## config.mk

```make
export PLATFORM = sky130hd
export DESIGN_NAME = fetch_stage_flat
export DESIGN_NICKNAME = d
export VERILOG_FILES = /design/src/rtl/mips_pkg.sv /design/src/rtl/fetch_stage_if.sv /design/src/rtl/fetch_skid_buf.sv /design/src/rtl/fetch_stage.sv /design/src/flat_wrapper.sv
export SDC_FILE = /design/constraint.sdc
export NUM_CORES = 1
export LEC_CHECK = 0
export CORE_ASPECT_RATIO = 2
export CORE_MARGIN = 3
export CORE_UTILIZATION = 40
export DETAILED_ROUTE_END_ITERATION = 6
export PLACE_DENSITY = 0.67
export SETUP_SLACK_MARGIN = 0.1
export SKIP_CTS_REPAIR_TIMING = 1
export SYNTH_ARGS = -nofsm -noshare
export SYNTH_HDL_FRONTEND = slang
export SYNTH_SLANG_ARGS = --single-unit
```

## constraint.sdc

```tcl
create_clock -name CLK -period 1.85 [get_ports CLK]
set_input_delay 0.185 -clock CLK [delete_from_list [all_inputs] [get_ports CLK]]
set_output_delay 0.185 -clock CLK [all_outputs]
set_load 0.05 [all_outputs]
```

## src/rtl/mips_pkg.sv

```systemverilog
// Shared definitions for the MIPS pipeline front end: instruction width,
// the bubble encoding and the fetch sequencer states.
package mips_pkg;

    localparam int INSTR_W = 32;
    localparam logic [INSTR_W-1:0] NOP_INSTR = 32'h0000_0000;

    typedef enum logic [1:0] {
        ST_IDLE = 2'd0,
        ST_REQ  = 2'd1,
        ST_WAIT = 2'd2,
        ST_DROP = 2'd3
    } fetch_state_t;

endpackage

```

## src/rtl/fetch_stage_if.sv

```systemverilog
// Instruction-memory port: request/grant handshake plus a response channel.
// The fetch stage is the master; the memory is the slave.
interface fetch_stage_if;
    import mips_pkg::*;

    logic               imem_req;
    logic [31:0]        imem_addr;
    logic               imem_gnt;
    logic               imem_rvalid;
    logic [INSTR_W-1:0] imem_rdata;

    modport master (
        output imem_req, imem_addr,
        input  imem_gnt, imem_rvalid, imem_rdata
    );

    modport slave (
        input  imem_req, imem_addr,
        output imem_gnt, imem_rvalid, imem_rdata
    );

endinterface

```

## src/rtl/fetch_skid_buf.sv

```systemverilog
// One-entry holding register for a fetched instruction and its PC+4.
// Clear beats load, load beats unload, so load+unload replaces the entry.
module fetch_skid_buf
    import mips_pkg::*;
(
    input  logic               CLK,
    input  logic               reset_n,
    input  logic               load,
    input  logic               unload,
    input  logic               clear,
    input  logic [INSTR_W-1:0] load_instr,
    input  logic [31:0]        load_pc4,
    output logic [INSTR_W-1:0] instr,
    output logic [31:0]        pc4,
    output logic               full
);
    logic               full_reg, full_next;
    logic [INSTR_W-1:0] instr_reg;
    logic [31:0]        pc4_reg;

    always_comb begin
        full_next = full_reg;
        if (clear)       full_next = 1'b0;
        else if (load)   full_next = 1'b1;
        else if (unload) full_next = 1'b0;
    end

    always_ff @(posedge CLK or negedge reset_n) begin
        if (!reset_n) begin
            full_reg  <= 1'b0;
            instr_reg <= NOP_INSTR;
            pc4_reg   <= 32'h0;
        end else begin
            full_reg <= full_next;
            if (load && !clear) begin
                instr_reg <= load_instr;
                pc4_reg   <= load_pc4;
            end
        end
    end

    assign instr = instr_reg;
    assign pc4   = pc4_reg;
    assign full  = full_reg;

endmodule

```

## src/rtl/fetch_stage.sv

```systemverilog
// IF stage: owns the PC, keeps at most one fetch outstanding and loads IF/ID.
// A branch redirect flushes IF/ID and the skid entry and discards any stale response.
module fetch_stage
    import mips_pkg::*;
#(
    parameter logic [31:0] RESET_PC = 32'h0000_0000
) (
    input  logic               CLK,
    input  logic               reset_n,
    input  logic               StallF,
    input  logic               StallD,
    input  logic               PCsrcD,
    input  logic [31:0]        pcBranchD,
    fetch_stage_if.master      imem,
    output logic [INSTR_W-1:0] instructionD,
    output logic [31:0]        pcplus4D,
    output logic               validD
);
    fetch_state_t       state_reg, state_next;
    logic [31:0]        pc_reg, pc_next;
    logic [31:0]        pc_req_reg, pc_req_next;
    logic [INSTR_W-1:0] ifid_instr_reg, ifid_instr_next;
    logic [31:0]        ifid_pc4_reg, ifid_pc4_next;
    logic               ifid_valid_reg, ifid_valid_next;
    logic               req, grant, resp_ok;
    logic               skid_load, skid_unload, skid_full;
    logic [INSTR_W-1:0] skid_instr;
    logic [31:0]        skid_pc4, resp_pc4;

    assign resp_pc4 = pc_req_reg + 32'd4;

    // Sequencer: a new request may go out in the same cycle the previous response lands
    always_comb begin
        state_next = state_reg;
        req        = 1'b0;
        resp_ok    = 1'b0;
        if (state_reg == ST_REQ || (state_reg == ST_WAIT && imem.imem_rvalid))
            req = ~StallF & ~PCsrcD & ~skid_full;
        grant = req & imem.imem_gnt;
        if (state_reg == ST_WAIT && imem.imem_rvalid && !PCsrcD)
            resp_ok = 1'b1;
        unique case (state_reg)
            ST_IDLE: state_next = ST_REQ;
            ST_REQ:  if (grant) state_next = ST_WAIT;
            ST_WAIT: begin
                if (grant)                  state_next = ST_WAIT;
                else if (imem.imem_rvalid)  state_next = ST_REQ;
                else if (PCsrcD)            state_next = ST_DROP;
            end
            ST_DROP: if (imem.imem_rvalid) state_next = ST_REQ;
        endcase
    end

    always_comb begin
        pc_next         = pc_reg;
        pc_req_next     = pc_req_reg;
        ifid_instr_next = ifid_instr_reg;
        ifid_pc4_next   = ifid_pc4_reg;
        ifid_valid_next = ifid_valid_reg;
        skid_unload     = skid_full & ~StallD;
        skid_load       = resp_ok & (StallD | skid_full);

        if (PCsrcD) begin
            pc_next = pcBranchD & 32'hFFFF_FFFC;
        end else if (grant) begin
            pc_next     = pc_reg + 32'd4;
            pc_req_next = pc_reg;
        end

        // Buffered instruction is older than any response arriving now
        if (PCsrcD) begin
            ifid_instr_next = NOP_INSTR;
            ifid_pc4_next   = 32'h0;
            ifid_valid_next = 1'b0;
        end else if (skid_unload) begin
            ifid_instr_next = skid_instr;
            ifid_pc4_next   = skid_pc4;
            ifid_valid_next = 1'b1;
        end else if (resp_ok && !StallD) begin
            ifid_instr_next = imem.imem_rdata;
            ifid_pc4_next   = resp_pc4;
            ifid_valid_next = 1'b1;
        end else if (!StallD) begin
            ifid_instr_next = NOP_INSTR;
            ifid_pc4_next   = 32'h0;
            ifid_valid_next = 1'b0;
        end
    end

    always_ff @(posedge CLK or negedge reset_n) begin
        if (!reset_n) begin
            state_reg      <= ST_IDLE;
            pc_reg         <= RESET_PC;
            pc_req_reg     <= RESET_PC;
            ifid_instr_reg <= NOP_INSTR;
            ifid_pc4_reg   <= 32'h0;
            ifid_valid_reg <= 1'b0;
        end else begin
            state_reg      <= state_next;
            pc_reg         <= pc_next;
            pc_req_reg     <= pc_req_next;
            ifid_instr_reg <= ifid_instr_next;
            ifid_pc4_reg   <= ifid_pc4_next;
            ifid_valid_reg <= ifid_valid_next;
        end
    end

    fetch_skid_buf u_skid (
        .CLK        (CLK),
        .reset_n    (reset_n),
        .load       (skid_load),
        .unload     (skid_unload),
        .clear      (PCsrcD),
        .load_instr (imem.imem_rdata),
        .load_pc4   (resp_pc4),
        .instr      (skid_instr),
        .pc4        (skid_pc4),
        .full       (skid_full)
    );

    assign imem.imem_req  = req;
    assign imem.imem_addr = pc_reg;
    assign instructionD   = ifid_instr_reg;
    assign pcplus4D       = ifid_pc4_reg;
    assign validD         = ifid_valid_reg;

endmodule

```

## src/flat_wrapper.sv

```systemverilog
// flat-port wrapper written by rule: the top's interface ports become plain ports
module fetch_stage_flat import mips_pkg::*;
#(
    parameter logic [31:0] RESET_PC = 32'h0000_0000
)
  (CLK, reset_n, StallF, StallD, PCsrcD, pcBranchD, instructionD, pcplus4D, validD, imem_imem_req, imem_imem_addr, imem_imem_gnt, imem_imem_rvalid, imem_imem_rdata);
  fetch_stage_if imem_i ();
  input  logic CLK;
  input  logic reset_n;
  input  logic StallF;
  input  logic StallD;
  input  logic PCsrcD;
  input  logic [31:0] pcBranchD;
  output logic [INSTR_W-1:0] instructionD;
  output logic [31:0] pcplus4D;
  output logic validD;
  output wire logic [$bits(imem_i.imem_req)-1:0] imem_imem_req;
  output wire logic [$bits(imem_i.imem_addr)-1:0] imem_imem_addr;
  input wire logic [$bits(imem_i.imem_gnt)-1:0] imem_imem_gnt;
  input wire logic [$bits(imem_i.imem_rvalid)-1:0] imem_imem_rvalid;
  input wire logic [$bits(imem_i.imem_rdata)-1:0] imem_imem_rdata;
  assign imem_imem_req = imem_i.imem_req;
  assign imem_imem_addr = imem_i.imem_addr;
  assign imem_i.imem_gnt = imem_imem_gnt;
  assign imem_i.imem_rvalid = imem_imem_rvalid;
  assign imem_i.imem_rdata = imem_imem_rdata;
  fetch_stage #(.RESET_PC(RESET_PC)) u_core (.CLK(CLK), .reset_n(reset_n), .StallF(StallF), .StallD(StallD), .PCsrcD(PCsrcD), .pcBranchD(pcBranchD), .imem(imem_i), .instructionD(instructionD), .pcplus4D(pcplus4D), .validD(validD));
endmodule
```

==> flow_summary.rst <==
.. list-table::
   :header-rows: 1

   * - Metric
     - Value
   * - Rows
     - 76
   * - Die Ht
     - 216.1 um
   * - Vias in the first global route
     - 7,684
   * - Crit path max fanout
     - 6
   * - Clock tree root buffer cell
     - sky130_fd_sc_hd__clkbuf_16
   * - Synthesis-stage register bit count
     - 189
   * - Initial antenna violation count
     - 1
   * - Violated checks
     - negative setup slack
   * - Die extent in x
     - 111.1 um
   * - Worst slew margin relative to its limit
     - 43.56%
   * - Required time at the endpoint of the critical path
     - 2.21 ns
   * - Worst flop-to-flop path endpoint
     - u_core.imem.imem_addr[31]
   * - Crit path DAT
     - 2.40 ns
   * - Core box area
     - 21,590 um2
   * - Number of nets with antenna violations after detailed routing
     - 0
   * - Proportion of layout cells with a drive suffix above 1
     - 38.88%
   * - Number of iterations in the first detailed-routing pass
     - 7
   * - Sequential standard cell area
     - 4756 um2
   * - Inst Count DP
     - 1,349
   * - Number of vias per cell after detailed routing
     - 5.575
   * - Routability Congestion
     - 0.8537
   * - Most frequent cells in the layout
     - sky130_fd_sc_hd__dfrtp_1 (168), sky130_fd_sc_hd__buf_4 (127), sky130_fd_sc_hd__nand2_1 (84)
   * - Clock slew at the register clock pins of the worst setup and hold paths
     - 0.07 ns
   * - Count of final setup violators
     - 92
   * - Total clock buffers created by CTS
     - 17
   * - Biggest area contributors in the synthesized netlist
     - sky130_fd_sc_hd__dfrtp_1 (54%), sky130_fd_sc_hd__mux2_2 (5.1%), sky130_fd_sc_hd__nand2_1 (5.0%), sky130_fd_sc_hd__a221oi_1 (3.8%), sky130_fd_sc_hd__nor2b_1 (3.3%)
   * - Final-stage net count
     - 1,223
   * - Non-Filler Instances
     - 1,434
   * - Final Critical Period
     - 2.038 ns
   * - Overall die area
     - 24,000 um2
   * - Fillcell total
     - 1,656
   * - All-Layer GR Usage
     - 20.20%
   * - Reg-to-reg startpoint
     - u_core.u_skid.full
   * - Status
     - finished, violations left
   * - Number of synthesized flops with an enable pin
     - 0
   * - Type of the worst setup path
     - flop to flop
   * - Share of Yosys cell area claimed by the top area cell type
     - 53.56%
   * - Post-route DRC
     - 0
   * - Unique masters post-synth
     - 53
   * - Clock tree from TritonCTS
     - yes
   * - Number of top-level pins
     - 169
   * - Static leakage power
     - 7.114 nW
   * - Final worst-path setup slack
     - -0.1882 ns
   * - Max Clock Skew
     - 0.01203 ns
   * - P&R area growth vs syn
     - 60.85%
   * - Ys async rst share
     - 100.0%
   * - Pwr Density
     - 1078 nW/um2
   * - Share of the clock period used by the worst path after layout
     - 110.2%
   * - Kind of capture point of the worst setup path
     - flop
   * - Main synth FF type
     - sky130_fd_sc_hd__dfrtp_1
   * - Path class of the lowest-slack min-delay path
     - input port to asynchronous set/reset pin
   * - Final Slew Violations
     - 0
   * - Initial drt markers
     - 480
   * - Transition time of the tightest slew-check pin
     - 0.8466 ns
   * - Clk sink count
     - 189
   * - Cell area after technology mapping
     - 8830 um2
   * - Synth Instances
     - 867
   * - Proportion of synthesized chip area in sequential cells
     - 53.56%
   * - Fmax
     - 0.4906 GHz
   * - Insertion delay to the later sink of the worst-skew pair
     - 0.44 ns
   * - RSZ-0062 raised after global routing
     - true
   * - Worst-case reg-to-reg path depth
     - 5
   * - Register-to-register path setup slack
     - -0.19 ns
   * - Number of warnings issued by yosys
     - 0
   * - Sum of internal, switching and leakage power
     - 15.31 mW
   * - Maximum clock insertion buffer count
     - 2
   * - Multi-input combinational cell area
     - 4991 um2
   * - Final-report hold violation count
     - 0
   * - Effective utilization at floorplan
     - 40.91%
   * - Global-route wire length before repair
     - 39,570 um
   * - PortBufs
     - 164
   * - Post-Syn Area per Cell
     - 10.18 um2
   * - Avg WL per Cell
     - 20.22 um
   * - Deepest level of the CTS H-tree
     - 4
   * - Worst VDD drop
     - 0.0007000 V
   * - Detailed-route via count
     - 7,995
   * - Critical path launch point type
     - flop
   * - Cell type with the largest total area after synthesis
     - sky130_fd_sc_hd__dfrtp_1
   * - Setup tns final
     - -6.606 ns
   * - Total overflow reported by the global router
     - 0
   * - Total routed wirelength
     - 29,000 um
   * - Max Cap Violations
     - 0
   * - Final HPWL DP
     - 17,540 um
   * - Leading cell type in the layout, fill and taps excluded
     - sky130_fd_sc_hd__dfrtp_1
   * - Largest net degree at the start of global routing
     - 74
   * - Pre-CTS setup slack
     - -0.4298 ns
report_power, final:
part           leakage (nW)  switching [mW]  internal, mW
Combinational          4.40            2.73          2.64
Sequential             2.42           0.922          5.24
Clock                 0.289            1.63          2.14
layout make-up:
type / count / share of cell area, %
antenna: 1 / 0.01762
clock buffer: 20 / 3.075
clock inverter: 12 / 1.128
inverter: 12 / 0.3172
multi-input combinational: 606 / 35.14
sequential: 189 / 33.49
tap: 273 / 2.405
timing repair buffer: 321 / 24.43
worst max-delay path: stages, from the launching register on:
cell                       delay, ns
sky130_fd_sc_hd__dfrtp_2        0.43
sky130_fd_sc_hd__or4b_4         0.55
sky130_fd_sc_hd__nor2_4         0.24
sky130_fd_sc_hd__nand3_1        0.21
sky130_fd_sc_hd__or4_1          0.45
sky130_fd_sc_hd__o211ai_1       0.09
per-stage QoR:
| step | cell area (um2) | util, % | hold WS, ns |
|---|---|---|---|
| 5_1_grt | 14200 | 65.80 | 0.1870 |
| 4_1_cts | 12090 | 56.02 | -0.3973 |
| 2_1_floorplan | 9019 | - | -0.1106 |
| 6_report | 14200 | 65.80 | 0.1797 |
| 3_5_place_dp | 11490 | 53.25 | 0.06488 |
| 3_3_place_gp | 11490 | 53.25 | 0.06858 |
cell usage after synthesis (16+ instances only):
library cell and number:
sky130_fd_sc_hd__dfrtp_1 189, sky130_fd_sc_hd__nand2_1 117, sky130_fd_sc_hd__nor3_1 48, sky130_fd_sc_hd__nor2_1 47
sky130_fd_sc_hd__nor2b_1 47, sky130_fd_sc_hd__o21ai_0 44, sky130_fd_sc_hd__clkbuf_1 40, sky130_fd_sc_hd__mux2_2 40
sky130_fd_sc_hd__a221oi_1 38, sky130_fd_sc_hd__a21oi_1 29, sky130_fd_sc_hd__nand3_1 25, sky130_fd_sc_hd__a22oi_1 21
sky130_fd_sc_hd__xnor2_1 17, sky130_fd_sc_hd__nand4_1 16
metal layers:
layer / vias up / wire length, um / GRT usage (%)
met1: 4013 / 10260 / 22.60
met4: 0 / 1371 / 6.983
li1: 3684 / - / -
met3: 69 / 947 / 3.018
met2: 229 / 16430 / 38.56
met5: - / 0 / 0
worst max-delay path by stage:
| stage | startpoint | end | cells past startpoint |
|---|---|---|---|
| floorplan | u_core.imem.imem_addr[13] | u_core.imem.imem_addr[31] | 6 |
| finish | u_core.u_skid.full | u_core.imem.imem_addr[31] | 5 |
| detailed placement | StallF | u_core.imem.imem_addr[15] | 7 |
| global route | u_core.state_reg[0] | u_core.instructionD[19] | 10 |
| global placement | StallF | u_core.imem.imem_addr[15] | 7 |
| CTS | u_core.state_reg[0] | u_core.imem.imem_addr[25] | 8 |
kinds of logic after synthesis:
kind of cell	after synthesis	share of synthesized area, %
AO/OA/AOI/OAI	178	13.83
other	1	0.04247
flip-flops	189	53.56
buffers and inverters	75	3.571
multiplexers	44	5.555
adder cells (fa/ha/maj)	5	0.7085
AND/OR/NAND/NOR	347	19.95
XOR/XNOR	28	2.777
(Power assumes the default switching activity.)
